## config.mk

```make
export PLATFORM = sky130hd
export DESIGN_NAME = rs_encoder_t16
export DESIGN_NICKNAME = d
export VERILOG_FILES = /design/src/rtl/rs_t16_pkg.sv /design/src/rtl/rs_enc_cmul.sv /design/src/rtl/rs_encoder_t16.sv
export SDC_FILE = /design/constraint.sdc
export NUM_CORES = 1
export LEC_CHECK = 0
export ABC_AREA = 1
export CAP_MARGIN = 15
export CORE_UTILIZATION = 50
export CTS_BUF_LIST = sky130_fd_sc_hd__clkbuf_16
export DETAILED_ROUTE_END_ITERATION = 10
export PLACE_DENSITY = 0.78
export RECOVER_POWER = 25
export SKIP_LAST_GASP = 1
export SLEW_MARGIN = 20
export SYNTH_ARGS = -nofsm -noshare
export SYNTH_HDL_FRONTEND = slang
export SYNTH_SLANG_ARGS = --single-unit
export TNS_END_PERCENT = 50
```

## constraint.sdc

```tcl
create_clock -name clk -period 6.2 [get_ports clk]
set_input_delay 1.24 -clock clk [delete_from_list [all_inputs] [get_ports clk]]
set_output_delay 1.24 -clock clk [all_outputs]
set_load 0.02 [all_outputs]
```

## src/rtl/rs_t16_pkg.sv

```systemverilog
// Shared constants, state encoding and GF(2^8) helpers for the RS(255,223) t=16 encoder.
// The field and generator conventions are the same ones the t=16 decoder chain uses.
package rs_t16_pkg;

  localparam logic [8:0]  GF_PRIM = 9'h11D;
  localparam int unsigned N       = 255;
  localparam int unsigned K       = 223;
  localparam int unsigned NPAR    = 32;
  localparam int unsigned FCR     = 0;

  typedef enum logic [1:0] {IDLE, MSG, PAR} state_t;

  function automatic logic [7:0] gf_mul(input logic [7:0] a, input logic [7:0] b);
    logic [7:0] acc;
    logic [7:0] x;
    acc = '0;
    x   = a;
    for (int unsigned i = 0; i < 8; i++) begin
      if (b[i]) acc = acc ^ x;
      x = x[7] ? ((x << 1) ^ GF_PRIM[7:0]) : (x << 1);
    end
    return acc;
  endfunction

  // Expands prod (x - alpha^i), i = FCR..FCR+NPAR-1; the monic x^NPAR term is implicit.
  function automatic logic [NPAR-1:0][7:0] gen_poly();
    logic [7:0]            c [0:NPAR];
    logic [7:0]            root;
    logic [NPAR-1:0][7:0]  g;
    for (int unsigned j = 0; j <= NPAR; j++) c[j] = '0;
    c[0] = 8'h01;
    root = 8'h01;
    for (int unsigned k = 0; k < FCR; k++) root = gf_mul(root, 8'h02);
    for (int unsigned i = 0; i < NPAR; i++) begin
      for (int unsigned j = i + 1; j > 0; j--) c[j] = c[j-1] ^ gf_mul(c[j], root);
      c[0] = gf_mul(c[0], root);
      root = gf_mul(root, 8'h02);
    end
    for (int unsigned j = 0; j < NPAR; j++) g[j] = c[j];
    return g;
  endfunction

  localparam logic [NPAR-1:0][7:0] G = gen_poly();

endpackage

```

## src/rtl/rs_enc_cmul.sv

```systemverilog
// Constant multiplier p = C*b in GF(2^8); folds to a fixed XOR network per output bit.
module rs_enc_cmul
  import rs_t16_pkg::*;
#(
  parameter logic [7:0] C = 8'h01
) (
  input  logic [7:0] b,
  output logic [7:0] p
);

  if (C == 8'h01) begin : g_unity
    assign p = b;
  end else begin : g_xor
    always_comb begin
      p = '0;
      for (int unsigned i = 0; i < 8; i++) begin
        if (b[i]) p = p ^ gf_mul(C, 8'(1 << i));
      end
    end
  end

endmodule

```

## src/rtl/rs_encoder_t16.sv

```systemverilog
// Byte-serial systematic RS(255,223) encoder: 223 message bytes pass through, then 32
// parity bytes (highest degree first) from a 32-stage LFSR, behind a one-entry output register.
module rs_encoder_t16
  import rs_t16_pkg::*;
(
  input  logic       clk,
  input  logic       reset,
  input  logic [7:0] in_data,
  input  logic       in_valid,
  input  logic       in_sop,
  output logic       in_ready,
  output logic [7:0] out_data,
  output logic       out_valid,
  input  logic       out_ready,
  output logic       out_sop,
  output logic       out_eop,
  output logic       out_par,
  output logic       proto_err
);

  localparam logic [7:0] K_LAST = 8'(K - 1);
  localparam logic [7:0] P_LAST = 8'(NPAR - 1);

  state_t     state, state_next;
  logic [7:0] cnt, cnt_next;
  logic [7:0] r   [NPAR];
  logic [7:0] gfb [NPAR];
  logic [7:0] fb;
  logic       free, accept;
  logic       load_msg, shift_par;
  logic       emit, emit_sop, emit_eop, emit_par;
  logic [7:0] emit_data;

  assign free     = !out_valid || out_ready;
  assign in_ready = free && (state != PAR);
  assign accept   = in_valid && in_ready;
  // In IDLE the registers are treated as zero, so feedback is the raw byte.
  assign fb       = in_data ^ ((state == MSG) ? r[NPAR-1] : 8'h00);

  for (genvar i = 0; i < NPAR; i++) begin : g_cmul
    rs_enc_cmul #(.C(G[i])) u_cmul (.b(fb), .p(gfb[i]));
  end

  always_comb begin
    state_next = state;
    cnt_next   = cnt;
    load_msg   = 1'b0;
    shift_par  = 1'b0;
    emit       = 1'b0;
    emit_data  = in_data;
    emit_sop   = 1'b0;
    emit_eop   = 1'b0;
    emit_par   = 1'b0;
    case (state)
      IDLE: begin
        if (accept && in_sop) begin
          load_msg   = 1'b1;
          emit       = 1'b1;
          emit_sop   = 1'b1;
          cnt_next   = 8'd1;
          state_next = MSG;
        end
      end
      MSG: begin
        if (accept) begin
          load_msg = 1'b1;
          emit     = 1'b1;
          if (cnt == K_LAST) begin
            cnt_next   = '0;
            state_next = PAR;
          end else begin
            cnt_next = cnt + 8'd1;
          end
        end
      end
      PAR: begin
        if (free) begin
          shift_par = 1'b1;
          emit      = 1'b1;
          emit_data = r[NPAR-1];
          emit_par  = 1'b1;
          if (cnt == P_LAST) begin
            emit_eop   = 1'b1;
            cnt_next   = '0;
            state_next = IDLE;
          end else begin
            cnt_next = cnt + 8'd1;
          end
        end
      end
      default: state_next = IDLE;
    endcase
  end

  always_ff @(posedge clk) begin
    if (!reset) begin
      state     <= IDLE;
      cnt       <= '0;
      for (int unsigned i = 0; i < NPAR; i++) r[i] <= '0;
      out_data  <= '0;
      out_valid <= 1'b0;
      out_sop   <= 1'b0;
      out_eop   <= 1'b0;
      out_par   <= 1'b0;
      proto_err <= 1'b0;
    end else begin
      state     <= state_next;
      cnt       <= cnt_next;
      proto_err <= accept && (state == MSG) && in_sop;
      if (load_msg) begin
        r[0] <= gfb[0];
        for (int unsigned i = 1; i < NPAR; i++)
          r[i] <= ((state == MSG) ? r[i-1] : 8'h00) ^ gfb[i];
      end else if (shift_par) begin
        r[0] <= '0;
        for (int unsigned i = 1; i < NPAR; i++) r[i] <= r[i-1];
      end
      if (free) begin
        out_valid <= emit;
        out_sop   <= emit_sop;
        out_eop   <= emit_eop;
        out_par   <= emit_par;
        if (emit) out_data <= emit_data;
      end
    end
  end

endmodule

```

# Yosys cells after proc, flatten, opt, wreduce, memory -nomap -nowiden
# Memory sizes are Yosys's and may differ from the RTL's.
# Cells that the tools add are included.
[word_totals] reg_bits=23 latch_bits=0 ram_bits=256 mem_bits_ro=0 input_bits=13 out_inout_bits=14 word_cells=893 memories=1
[memory_table] name="r" words=32 width=8 read_ports=32 rd_clocked_by_memory_dff=0 wr=32 line_no="rs_encoder_t16.sv:26" text="logic [7:0] r [NPAR];"
[op_classes] n_addsub=1 n_mul=0 div=0 magnitude_cmp=0 eq_ne=10 n_shift=0 mux=562 bitwise=299 n_reduce_logical=12
[ops] op="$mux 8" count=523
[ops] op="$xor 8x8->8" count=235
[ops] op="$or 1x1->1" count=64
[ops] op="$mux 6" count=6
[ops] op="$mux 7" count=4
[ops] op="$pmux 8 s3" count=1
[ops] op="$mux 1" count=16
[ops] op="$mux 5" count=3
[ops] op="$ne 2x2->1 const B" count=6
[ops] op="$mux 2" count=5
[ops] op="$add 8x1->8 const B" count=1
[ops] op="$eq 8x5->1 const B" count=1
[ops] op="$eq 8x8->1 const B" count=1
[ops] op="$pmux 2 s3" count=1
[ops] op="$logic_and 1x1->1" count=5
[ops] op="$reduce_and 5->1" count=1
[ops] op="$mux 4" count=1
[ops] op="$reduce_and 4->1" count=1
[ops] op="$pmux 1 s3" count=1
[ops] op="$reduce_bool 3->1" count=1
[ops] op="$eq 2x1->1 const B" count=1
[ops] op="$eq 2x2->1 const B" count=1
[ops] op="$logic_not 2->1" count=1
[ops] op="$pmux 1 s2" count=1
[ops] op="other kinds (3)" count=3

# Logic depth before layout (Yosys ltp)
[logic_depth] ltp_word=21 ltp_mapped=19 ltp_nobuf=17

# By module
# From an unflattened synthesis, not the netlist that was laid out.
[unflattened] hier_cells=3349 area_unflattened_um2=24227.0
[by_module_without_submodules] module="rs_encoder_t16" instances=1 cells_each=1638 area_each_um2=15939.0 seq_area_each_um2=8147.8
[by_module_without_submodules] module="rs_enc_cmul (g_cmul[13].u_cmul ...)" instances=2 cells_each=88 area_each_um2=401.6 seq_area_each_um2=0.0
[by_module_without_submodules] module="rs_enc_cmul (g_cmul[14].u_cmul ...)" instances=2 cells_each=40 area_each_um2=222.7 seq_area_each_um2=0.0
[by_module_without_submodules] module="rs_enc_cmul (g_cmul[21].u_cmul ...)" instances=2 cells_each=49 area_each_um2=201.4 seq_area_each_um2=0.0
[by_module_without_submodules] module="rs_enc_cmul (g_cmul[26].u_cmul)" instances=1 cells_each=77 area_each_um2=390.4 seq_area_each_um2=0.0
[by_module_without_submodules] module="rs_enc_cmul (g_cmul[9].u_cmul)" instances=1 cells_each=67 area_each_um2=370.4 seq_area_each_um2=0.0
[by_module_without_submodules] module="rs_enc_cmul (g_cmul[19].u_cmul)" instances=1 cells_each=79 area_each_um2=354.1 seq_area_each_um2=0.0
[by_module_without_submodules] module="rs_enc_cmul (g_cmul[10].u_cmul)" instances=1 cells_each=65 area_each_um2=347.8 seq_area_each_um2=0.0
[by_module_without_submodules] module="rs_enc_cmul (g_cmul[17].u_cmul)" instances=1 cells_each=78 area_each_um2=331.6 seq_area_each_um2=0.0
[by_module_without_submodules] module="rs_enc_cmul (g_cmul[12].u_cmul)" instances=1 cells_each=77 area_each_um2=329.1 seq_area_each_um2=0.0
[by_module_without_submodules] module="rs_enc_cmul (g_cmul[29].u_cmul)" instances=1 cells_each=56 area_each_um2=302.8 seq_area_each_um2=0.0
[by_module_without_submodules] module="rs_enc_cmul (g_cmul[8].u_cmul)" instances=1 cells_each=64 area_each_um2=294.0 seq_area_each_um2=0.0
[by_module_without_submodules] module="rs_enc_cmul (g_cmul[15].u_cmul)" instances=1 cells_each=62 area_each_um2=285.3 seq_area_each_um2=0.0
[by_module_without_submodules] module="rs_enc_cmul (g_cmul[24].u_cmul)" instances=1 cells_each=59 area_each_um2=285.3 seq_area_each_um2=0.0
[by_module_without_submodules] module="+16 rows"

# Worst setup path after synthesis
# No wires, ideal clock.
[synth_timing] kind="input port to flip-flop" startpoint="input out_ready" endpoint="memory r[12][4], in the netlist r[0][100] (enable)" setup_ns=1.059 arrival_ns=3.961 required_ns=5.141 setup_slack_ns=1.180 stages=8 path_buffers=0 path_cell_list="inv_1 > nand2_1 > nand2_1 > inv_2 > nand4_1 > o21ai_1 > nor2_1 > nand2_1"
[synth_rtl] element="from (decl)" line_no="rs_encoder_t16.sv:14" text="input logic out_ready,"
[synth_rtl] element="to (decl)" line_no="rs_encoder_t16.sv:26"

==> results.sh <==
export IMPL_grt_usage=0.299
export IMPL_period_minus_slack_ns=4.40
export IMPL_place_port_buffers=26
export IMPL_firstDrtPassIters=6
export IMPL_maxCapViolCount=2
export IMPL_synthesis_area_um2=17900
export IMPL_fin_setup_tns_ns=0
export IMPL_fmax_mhz=227
export IMPL_clkTransAtPathRegs_ns=0.06
export IMPL_setup_viol_count_final=0
export IMPL_fp_coreArea_um2=34900
export IMPL_wl_um=54300
export IMPL_pin_count=27
export IMPL_drcViolationCount=0
export IMPL_cts_made_buffers=34
export IMPL_die_w_um=191
export IMPL_grt_max_degree=174
export IMPL_syn_inst=2267
export IMPL_die_h_um=191
export IMPL_ys_seq_elements=279
export IMPL_dieArea_um2=36600
export IMPL_synth_top_cell_area_share=0.429
export IMPL_crit_fanout=75
export IMPL_synth_edf_count=256
export IMPL_failed_checks="capacitance limit, slew limit"
export IMPL_fin_crit_sh=0.710
export IMPL_dp_hpwl_um=34900
export IMPL_synthArstFlopShare=0
export IMPL_initial_utilization=0.514
export IMPL_critical_path_class="in2reg"
export IMPL_antenna_found_initial=1
export IMPL_gp_congestion=0.924
export IMPL_final_util=0.555
export IMPL_relSlewSlack=-0.299
export IMPL_synth_warnings=0
export IMPL_rows=68
export IMPL_grt_pass1_vias=14900
export IMPL_yosys_area_top_type="edfxtp_1"
export IMPL_area_delta_synth_final_pct=8.09
export IMPL_via_per_inst=5.92
export IMPL_end_kind="flop"
export IMPL_drtAntennaViolNets=0
export IMPL_peakVddDrop_mv=0.311
export IMPL_synth_flop_cell="edfxtp_1"
export IMPL_drt_iter0_drc=2163
export IMPL_required_ns=6.53
export IMPL_postCtsSetupBuffers=0
export IMPL_nets=2256
export IMPL_synthTopCellsByArea="edfxtp_1, nand2_1, o21ai_0, nand3_1, nor2_1"
export IMPL_synth_cell_types=46
export IMPL_wire_per_inst_um=20.0
export IMPL_rsz0062_at_grt="false"
export IMPL_total_power_mw=9.79
export IMPL_vias=16100
export IMPL_hold_buffers=0
export IMPL_p_per_area_nw_per_um2=506
export IMPL_r2r_cells=8
export IMPL_clock_skew_ns=0.0127
export IMPL_layout_drive_gt1_share=0.0878
export IMPL_ys_seq_area_frac=0.455
export IMPL_leakage_nw=7.92
export IMPL_min_path_type="reg2reg"
export IMPL_syn_num_nets=2289
export IMPL_grt_pass1_wl_um=83200
export IMPL_cts_tree="done"
export IMPL_htree_levels=2
export IMPL_status="finished with violations"
export IMPL_clkLatencyLatePin_ns=0.52
export IMPL_numClockSinks=279
export IMPL_slew_viol_final=101
export IMPL_critPathLaunchType="primary input"
export IMPL_hold_viol_final=0
export IMPL_cp_data_arrival_time_ns=4.73
export IMPL_cts_root_buf="clkbuf_16"
export IMPL_tightestPinTransition_ns=1.95
export IMPL_postCtsResizedCells=0
export IMPL_clockBufferDepth=3
export IMPL_worstHoldPathCells=2
export IMPL_grt_overflow=0
export IMPL_avgSynthCellArea_um2=7.90
export IMPL_num_fill_cells=3134
[final timing paths]
check	start	endpoint	slack, ns
setup reg to reg	state[1]$_SDFFE_PN0P_	r[1][14]$_DFFE_PP_	1.81
setup / recovery	reset	r[1][93]$_DFFE_PP_	1.80
hold reg to reg	cnt[3]$_SDFFE_PN0P_	cnt[3]$_SDFFE_PN0P_	0.51
hold / removal	cnt[3]$_SDFFE_PN0P_	cnt[3]$_SDFFE_PN0P_	0.51
[through the flow]
step | hold WS [ns] | worst slack [ns] | cells | cell area, µm²
4_1_cts | 0.517 | 2.13 | 2711 | 19400
6_report | 0.514 | 1.80 | 2712 | 19400
3_5_place_dp | 0.503 | 1.61 | 2653 | 18300
3_3_place_gp | 0.498 | 1.67 | 2653 | 18300
2_1_floorplan | 0.474 | 1.18 | 2267 | 17900
5_1_grt | 0.540 | 1.58 | 2711 | 19400
[registers in the layout, indices dropped and copies added (netlist names)]
name	count
cnt	8
state	2
r	256
out_eop	1
out_par	1
out_data	8
proto_err	1
out_sop	1
out_valid	1
[routing by layer]
layer	global-route usage	wire length, µm
met5	0	0
met4	0.152	2950
met1	0.391	20900
met2	0.463	24200
met3	0.0685	6300
[worst max-delay path: stages]
cell	delay, ns
dlygate4sd3_1	1.04
inv_1	0.30
nor2_1	0.23
clkbuf_2	1.32
o21ai_0	0.26
nand2_1	0.30
[placed cells by master (no fill, tap or decap), drive strengths merged]
cell	n
nor2	186
diode	1
ha	9
or2	6
buf	20
nand2b	1
nand4	3
a31oi	9
xor2	86
clkinvlp	1
inv	164
nor4	19
a21boi	3
and3	1
nand3b	5
dlygate4sd3	15
a22o	11
clkinv	15
bufinv	1
o21ai	190
xnor2	36
dfxtp	23
nand3	152
clkdlybuf4s50	11
edfxtp	256
o22ai	21
a21o	1
o31ai	1
nor3	47
a21oi	101
clkbuf	39
nand2	823
[area by class of cell]
type / instances / area, µm² / share of cell area
clock buffer: 37 / 926 / 0.0478
sequential: 279 / 8150 / 0.421
antenna: 1 / 2.50 / 0.000129
inverter: 160 / 607 / 0.0313
clock inverter: 21 / 115 / 0.00594
multi-input combinational: 1711 / 8540 / 0.441
timing repair buffer: 48 / 457 / 0.0236
tap: 455 / 569 / 0.0294
[cells in the mapped netlist, types with 3 or more instances]
cell	n
buf_8	3
xor2_2	12
nand3_1	142
buf_1	15
inv_1	144
or2_2	4
a31oi_1	9
nand3_2	9
nand2_4	16
dfxtp_1	23
nand4_1	3
a21boi_0	3
o21ai_1	12
buf_6	12
edfxtp_1	256
ha_1	9
o21ai_0	177
nor3_1	47
nand3b_1	5
buf_2	32
nand2_1	742
xnor2_1	33
clkbuf_1	49
a22o_1	11
a21oi_1	101
nor2_1	186
buf_4	4
o22ai_1	21
inv_2	13
xor2_1	72
nand2_2	63
nor4_1	19
[power breakdown]
part / internal, mW / switching [mW] / leakage (nW) / total [mW]
registers: 3.19 / 0.436 / 2.91 / 3.63
logic: 1.15 / 3.11 / 4.48 / 4.26
clock network: 1.11 / 0.797 / 0.534 / 1.91
total: 5.45 / 4.34 / 7.92 / 9.79
[logic make-up after synthesis]
logic type | Yosys count | synth area share
fa+ha+maj | 9 | 0.00629
flops | 279 | 0.455
compound gates | 337 | 0.0994
xor+xnor | 122 | 0.0693
simple gates | 1243 | 0.300
buf+inv | 277 | 0.0701
Power figures use the tool's default switching activity.
